--- src/rtl/gmii_rx_axis_packer.sv ---
// gmii_rx_axis_packer
//
// Packs the GMII receive byte stream (8 bits per clk) into DATA_W-bit
// AXI-Stream beats and buffers them in a first-word fall-through FIFO.
// Everything runs in the GMII receive clock domain, ahead of any CDC stage.
//
// Ports
//   clk, rst_n         GMII receive clock, async active-low reset
//   gmii_rx_dv/rxd/er  GMII receive byte interface
//   axis_t*            AXI-Stream master (tdata little-endian, tuser=frame
//                      error, meaningful with tlast=1)
//   frame_cnt          frames closed into the FIFO (saturating)
//   drop_cnt           frames truncated by FIFO overflow (saturating)
//
// state     | meaning
// ----------+---------------------------------------------------------------
// IDLE      | between frames; a new frame starts only once dv=0 has been seen
// PRE       | skipping preamble until SFD 0xD5
// DATA      | packing payload bytes into the accumulator
// DISCARD   | overflow hit; drop bytes until dv falls
// FLUSH_ERR | push one error beat (tkeep=1, tlast=1, tuser=1) once not full

module gmii_rx_axis_packer #(
  parameter int DATA_W         = 64,
  parameter int FIFO_DEPTH     = 16,
  parameter int STRIP_PREAMBLE = 1
) (
  input  logic                clk,
  input  logic                rst_n,
  input  logic                gmii_rx_dv,
  input  logic [7:0]          gmii_rxd,
  input  logic                gmii_rx_er,
  output logic                axis_tvalid,
  output logic [DATA_W-1:0]   axis_tdata,
  output logic [DATA_W/8-1:0] axis_tkeep,
  output logic                axis_tlast,
  output logic                axis_tuser,
  input  logic                axis_tready,
  output logic [15:0]         frame_cnt,
  output logic [15:0]         drop_cnt
);

  localparam int KEEP_W = DATA_W / 8;
  localparam int CNT_W  = $clog2(KEEP_W + 1);
  localparam int PTR_W  = $clog2(FIFO_DEPTH);
  localparam int ENT_W  = DATA_W + KEEP_W + 2;

  localparam logic [CNT_W-1:0] ACC_FULL  = CNT_W'(KEEP_W);
  localparam logic [PTR_W:0]   FIFO_FULL = (PTR_W + 1)'(FIFO_DEPTH);

  typedef enum logic [2:0] {
    S_IDLE,
    S_PRE,
    S_DATA,
    S_DISCARD,
    S_FLUSH_ERR
  } state_t;

  state_t state, state_next;

  // acc_cnt == ACC_FULL means the accumulator is holding a completed beat
  // for one cycle, waiting to learn from dv whether it is the last one.
  logic [DATA_W-1:0] acc_data, acc_next;
  logic [CNT_W-1:0]  acc_cnt, cnt_next;
  logic              err_flag, err_next;
  // Set once dv=0 has been observed in IDLE; guards against joining a frame
  // mid-stream after reset or after an overflow flush.
  logic              armed, armed_next;

  logic              push_req;
  logic [DATA_W-1:0] push_data;
  logic [KEEP_W-1:0] push_keep;
  logic              push_last;
  logic              push_user;
  logic              push_ok;
  logic              drop_evt;
  logic [KEEP_W-1:0] cnt_keep;

  logic [ENT_W-1:0]  mem [FIFO_DEPTH];
  logic [PTR_W-1:0]  wr_ptr, rd_ptr;
  logic [PTR_W:0]    fifo_count;
  logic              fifo_full;
  logic              pop;
  logic [ENT_W-1:0]  fifo_rd;

  // Low acc_cnt ones; wraps to all ones when the accumulator is full.
  assign cnt_keep = (KEEP_W'(1) << acc_cnt) - KEEP_W'(1);

  always_ff @(posedge clk or negedge rst_n) begin
    if (!rst_n) begin
      state    <= S_IDLE;
      acc_data <= '0;
      acc_cnt  <= '0;
      err_flag <= 1'b0;
      armed    <= 1'b0;
    end else begin
      state    <= state_next;
      acc_data <= acc_next;
      acc_cnt  <= cnt_next;
      err_flag <= err_next;
      armed    <= armed_next;
    end
  end

  always_comb begin
    state_next = state;
    acc_next   = acc_data;
    cnt_next   = acc_cnt;
    err_next   = err_flag;
    armed_next = armed;
    push_req   = 1'b0;
    push_data  = acc_data;
    push_keep  = cnt_keep;
    push_last  = 1'b0;
    push_user  = 1'b0;
    drop_evt   = 1'b0;

    unique case (state)
      S_IDLE: begin
        err_next = 1'b0;
        acc_next = '0;
        cnt_next = '0;
        if (!gmii_rx_dv) begin
          armed_next = 1'b1;
        end else if (armed) begin
          if (STRIP_PREAMBLE != 0) begin
            state_next = S_PRE;
          end else begin
            state_next = S_DATA;
            acc_next   = {{(DATA_W-8){1'b0}}, gmii_rxd};
            cnt_next   = CNT_W'(1);
            err_next   = gmii_rx_er;
          end
        end
      end

      S_PRE: begin
        if (!gmii_rx_dv) begin
          state_next = S_IDLE;
          armed_next = 1'b1;
        end else begin
          err_next = err_flag | gmii_rx_er;
          if (gmii_rxd == 8'hD5) state_next = S_DATA;
        end
      end

      S_DATA: begin
        if (acc_cnt == ACC_FULL) begin
          // Staged beat goes out now; dv tells us whether it closes the frame.
          push_req  = 1'b1;
          push_keep = '1;
          push_last = ~gmii_rx_dv;
          push_user = ~gmii_rx_dv & err_flag;
          if (gmii_rx_dv) begin
            acc_next = {{(DATA_W-8){1'b0}}, gmii_rxd};
            cnt_next = CNT_W'(1);
          end else begin
            acc_next = '0;
            cnt_next = '0;
          end
        end else if (gmii_rx_dv) begin
          for (int i = 0; i < KEEP_W; i++) begin
            if (acc_cnt == CNT_W'(i)) acc_next[8*i +: 8] = gmii_rxd;
          end
          cnt_next = acc_cnt + CNT_W'(1);
        end else begin
          // Partial final beat; a zero-byte frame writes nothing.
          if (acc_cnt != '0) begin
            push_req  = 1'b1;
            push_last = 1'b1;
            push_user = err_flag;
          end
          acc_next = '0;
          cnt_next = '0;
        end

        if (gmii_rx_dv) begin
          err_next = err_flag | gmii_rx_er;
        end else begin
          state_next = S_IDLE;
          armed_next = 1'b1;
        end

        if (push_req && fifo_full) begin
          drop_evt   = 1'b1;
          state_next = S_DISCARD;
          acc_next   = '0;
          cnt_next   = '0;
        end
      end

      S_DISCARD: begin
        acc_next = '0;
        cnt_next = '0;
        if (!gmii_rx_dv) state_next = S_FLUSH_ERR;
      end

      S_FLUSH_ERR: begin
        push_req  = 1'b1;
        push_data = '0;
        push_keep = KEEP_W'(1);
        push_last = 1'b1;
        push_user = 1'b1;
        if (!fifo_full) begin
          state_next = S_IDLE;
          armed_next = 1'b0;
        end
      end

      default: state_next = S_IDLE;
    endcase
  end

  // Beat FIFO: first-word fall-through, registered occupancy. A full FIFO
  // refuses a write even when a pop happens in the same cycle.
  assign fifo_full = (fifo_count == FIFO_FULL);
  assign push_ok   = push_req & ~fifo_full;
  assign pop       = axis_tvalid & axis_tready;

  always_ff @(posedge clk) begin
    if (push_ok) mem[wr_ptr] <= {push_user, push_last, push_keep, push_data};
  end

  always_ff @(posedge clk or negedge rst_n) begin
    if (!rst_n) begin
      wr_ptr     <= '0;
      rd_ptr     <= '0;
      fifo_count <= '0;
    end else begin
      if (push_ok) wr_ptr <= wr_ptr + PTR_W'(1);
      if (pop)     rd_ptr <= rd_ptr + PTR_W'(1);
      unique case ({push_ok, pop})
        2'b10:   fifo_count <= fifo_count + (PTR_W + 1)'(1);
        2'b01:   fifo_count <= fifo_count - (PTR_W + 1)'(1);
        default: fifo_count <= fifo_count;
      endcase
    end
  end

  // Outputs are forced to zero while empty so the storage array needs no reset.
  assign fifo_rd     = mem[rd_ptr];
  assign axis_tvalid = (fifo_count != '0);
  assign axis_tdata  = axis_tvalid ? fifo_rd[DATA_W-1:0] : '0;
  assign axis_tkeep  = axis_tvalid ? fifo_rd[DATA_W +: KEEP_W] : '0;
  assign axis_tlast  = axis_tvalid & fifo_rd[ENT_W-2];
  assign axis_tuser  = axis_tvalid & fifo_rd[ENT_W-1];

  always_ff @(posedge clk or negedge rst_n) begin
    if (!rst_n) begin
      frame_cnt <= '0;
      drop_cnt  <= '0;
    end else begin
      if (push_ok && push_last && frame_cnt != 16'hFFFF) frame_cnt <= frame_cnt + 16'd1;
      if (drop_evt && drop_cnt != 16'hFFFF)              drop_cnt  <= drop_cnt + 16'd1;
    end
  end

endmodule
--- config.mk ---
export PLATFORM = sky130hd
export DESIGN_NAME = gmii_rx_axis_packer
export DESIGN_NICKNAME = d
export VERILOG_FILES = /design/src/rtl/gmii_rx_axis_packer.sv
export SDC_FILE = /design/constraint.sdc
export NUM_CORES = 2
export LEC_CHECK = 0
export CAP_MARGIN = 5
export CORE_AREA = 2 2 290 292
export CTS_CLUSTER_DIAMETER = 100
export DETAILED_ROUTE_END_ITERATION = 16
export DIE_AREA = 0 0 292 294
export DONT_BUFFER_PORTS = 1
export GPL_TIMING_DRIVEN = 1
export PLACE_DENSITY = 0.77
export SYNTH_ARGS = -nofsm -noshare
export SYNTH_HDL_FRONTEND = slang
export SYNTH_SLANG_ARGS = --single-unit
--- constraint.sdc ---
create_clock -name clk -period 14.07 [get_ports clk]
set_input_delay 1.407 -clock clk [delete_from_list [all_inputs] [get_ports clk]]
set_output_delay 1.407 -clock clk [all_outputs]
set_load 0.02 [all_outputs]
==> impl_metrics.env <==
export IMPL_core_area_mm2=0.0829
export IMPL_syn_mean_instance_area_um2=20.6
export IMPL_clk_pin_slew_ns=0.06
export IMPL_cts_setup_buffers=0
export IMPL_fin_worst_skew_ns=0.0300
export IMPL_start_kind="register"
export IMPL_ir_drop_mv=0.206
export IMPL_synthArstFlopShare_pct=9.06
export IMPL_cts_tree="done"
export IMPL_grt_ovfl_total=0
export IMPL_io_buffer_count=0
export IMPL_finalPower_w=0.0115
export IMPL_final_max_slew_viol_count=0
export IMPL_first_pass_iters=5
export IMPL_ys_top_cells_by_area="edfxtp_1 (70%), mux4_2 (13%), dfrtp_1 (5.8%), mux2i_1 (3.0%), o22ai_1 (0.92%)"
export IMPL_n_fill_cell=4873
export IMPL_synth_seq_area_share_pct=75.9
export IMPL_yosysUniqueCellTypes=57
export IMPL_fin_cells=3670
export IMPL_crit_fanout=124
export IMPL_drc_errors=0
export IMPL_clock_sinks=1302
export IMPL_synth_edf_count=1184
export IMPL_grt_pass1_vias=25400
export IMPL_nNetsFinal=2517
export IMPL_routedWlPerCell_um=30.9
export IMPL_syn_area_mm2=0.0507
export IMPL_worst_slew_pin_slew_ns=1.25
export IMPL_relSlewSlack_pct=16.3
export IMPL_numCtsBuffers=121
export IMPL_drt_total_wl_um=113000
export IMPL_grt_pass1_wl_um=167000
export IMPL_rr_startpoint="acc_cnt[0]$_DFFE_PN0P_"
export IMPL_synth_area_leader_cell="edfxtp_1"
export IMPL_min_period_ns=5.81
export IMPL_viasPerCell=6.73
export IMPL_dp_cells=3442
export IMPL_fp_dieArea_mm2=0.0858
export IMPL_rows=106
export IMPL_area_delta_synth_final_pct=10.3
export IMPL_end_kind="primary output"
export IMPL_post_cts_resized=0
export IMPL_synth_flop_cell="edfxtp_1"
export IMPL_die_h_um=294
export IMPL_hold_violations=0
export IMPL_htreeDepth=3
export IMPL_die_width_um=292
export IMPL_drive_gt1_share_pct=20.8
export IMPL_clk_latency_ns=0.69
export IMPL_rsz0062_at_grt="no"
export IMPL_synth_most_common_cell="edfxtp_1"
export IMPL_vias=24700
export IMPL_synth_common_cells="edfxtp_1 (1184), mux4_2 (296), mux2i_1 (150)"
export IMPL_drtIter0Drc=3158
export IMPL_maxCapViolations=0
export IMPL_cts_root_buf="clkbuf_16"
export IMPL_grt_max_degree=161
export IMPL_place_congestion=0.781
export IMPL_grtUsageTotal_pct=26.9
export IMPL_crit_type="register to primary output"
export IMPL_synth_seq_cells=1302
export IMPL_syn_num_nets=2491
export IMPL_hold_path_class="primary input to asynchronous set/reset pin"
export IMPL_antenna_found_initial=0
export IMPL_holdWs_ns=0.418
export IMPL_powerDensity_mw_per_mm2=206
export IMPL_leakage_nw=18.6
export IMPL_status="completed"
export IMPL_synthCells=2460
export IMPL_finalSetupTns_ns=0
export IMPL_synth_top_cell_area_share_pct=70.1
export IMPL_setup_worst_path_start="rd_ptr[0]$_DFFE_PN0P_"
export IMPL_io_pins=120
export IMPL_ys_warn_count=0
export IMPL_arrival_ns=4.40
export IMPL_dpl_hpwl_um=56300
export IMPL_ant_nets=0
export IMPL_critPathRequiredTime_ns=12.66
export IMPL_fin_crit_sh_pct=41.3
export IMPL_initial_utilization_pct=61.2
export IMPL_finalSetupViolCount=0
export IMPL_max_freq_ghz=0.172
export IMPL_cts_path_max_buffers=3
export IMPL_cts_hold_buf=0
-- cells in the final DEF, fill, tap and decap left out, drive strengths merged, types with 11 or more instances in the layout --
cell type / n
clkinv: 21
dfrtp: 118
mux2i: 150
o22ai: 75
nand3: 24
buf: 34
a22o: 11
mux4: 296
clkbuf: 186
nand4: 17
edfxtp: 1184
and2: 63
inv: 22
xnor2: 27
bufinv: 12
ha: 18
a21oi: 13
nor3: 11
xor2: 16
o21ai: 73
nor2: 38
and3: 16
nand2: 91
-- critical path, stage by stage (launching register included) --
cell,delay [ns]
dfrtp_4,0.72
buf_4,0.85
buf_12,0.78
mux4_2,0.39
mux2i_1,0.09
o22ai_1,0.71
-- routing by layer --
metal / wire (µm) / GRT usage [%] / vias to the layer above
li1: - / - / 10200
met1: 42100 / 36.7 / 13000
met2: 57100 / 44.3 / 1376
met3: 10900 / 5.14 / 218
met4: 3360 / 9.00 / 0
met5: 0 / 0 / -
-- area by class of cell --
class                           instances  area [µm²]  share of cell area (%)
Sequential cell                      1302       38500                    68.8
Multi-Input combinational cell       1008       11700                    21.0
Clock buffer                          186        3480                    6.21
Tap cell                             1080        1350                    2.41
Clock inverter                         40         520                   0.930
Timing Repair Buffer                   34         303                   0.541
Inverter                               19        71.3                   0.127
Antenna cell                            1        2.50                 0.00447
-- worst paths after layout --
path | to | slack [ns] | depth (start not counted)
max | axis_tdata[45] | 8.26 | 5
min | drop_cnt[0]$_DFFE_PN0P_ | 0.42 | 0
max reg2reg | mem[12][6]$_DFFE_PP_ | 9.49 | 10
min reg2reg | acc_data[8]$_DFFE_PN0P_ | 0.47 | 2
max in group asynchronous | acc_data[12]$_DFFE_PN0P_ | 13.27 | 0
min in group clk | acc_data[8]$_DFFE_PN0P_ | 0.47 | 2
-- report_power, final --
| group | leakage [nW] | internal (W) | switching, W |
|---|---|---|---|
| logic | 4.19 | 0.00125 | 0.00205 |
| clock network | 1.93 | 0.00192 | 0.00137 |
| registers | 12.5 | 0.00471 | 0.000236 |
-- flip-flops by register name, summed over array words and instances (netlist names), 3 cells and up --
signal and flops:
wr_ptr 4, mem 1184, drop_cnt 16, acc_data 64
frame_cnt 16, fifo_count 5, rd_ptr 4, state 3
acc_cnt 4
-- cells by family (layout without fill, tap and decap cells) --
kind of cell               count (synthesis)  in the layout  share of synthesized area [%]
DFF                                     1302           1302                           75.9
other                                      0              1                              0
AOI/OAI and AO/OA                        198            198                           2.40
and+or+nand+nor                          294            294                           3.00
adders and majority gates                 18             18                          0.444
muxes                                    455            455                           16.3
xor gates and xnor gates                  43             43                          0.742
buffers and inverters                    150            279                           1.21
-- metrics by stage --
step | worst slack [ns] | utilization, % | instance area (µm²)
floorplan | 4.10 | - | 50700
global placement | 8.93 | 62.7 | 52000
detailed placement | 8.88 | 62.7 | 52000
CTS | 8.16 | 67.5 | 56000
global route | 7.92 | 67.5 | 56000
finish | 8.26 | 67.5 | 56000
Note: power is estimated with default switching activity, not from simulation.
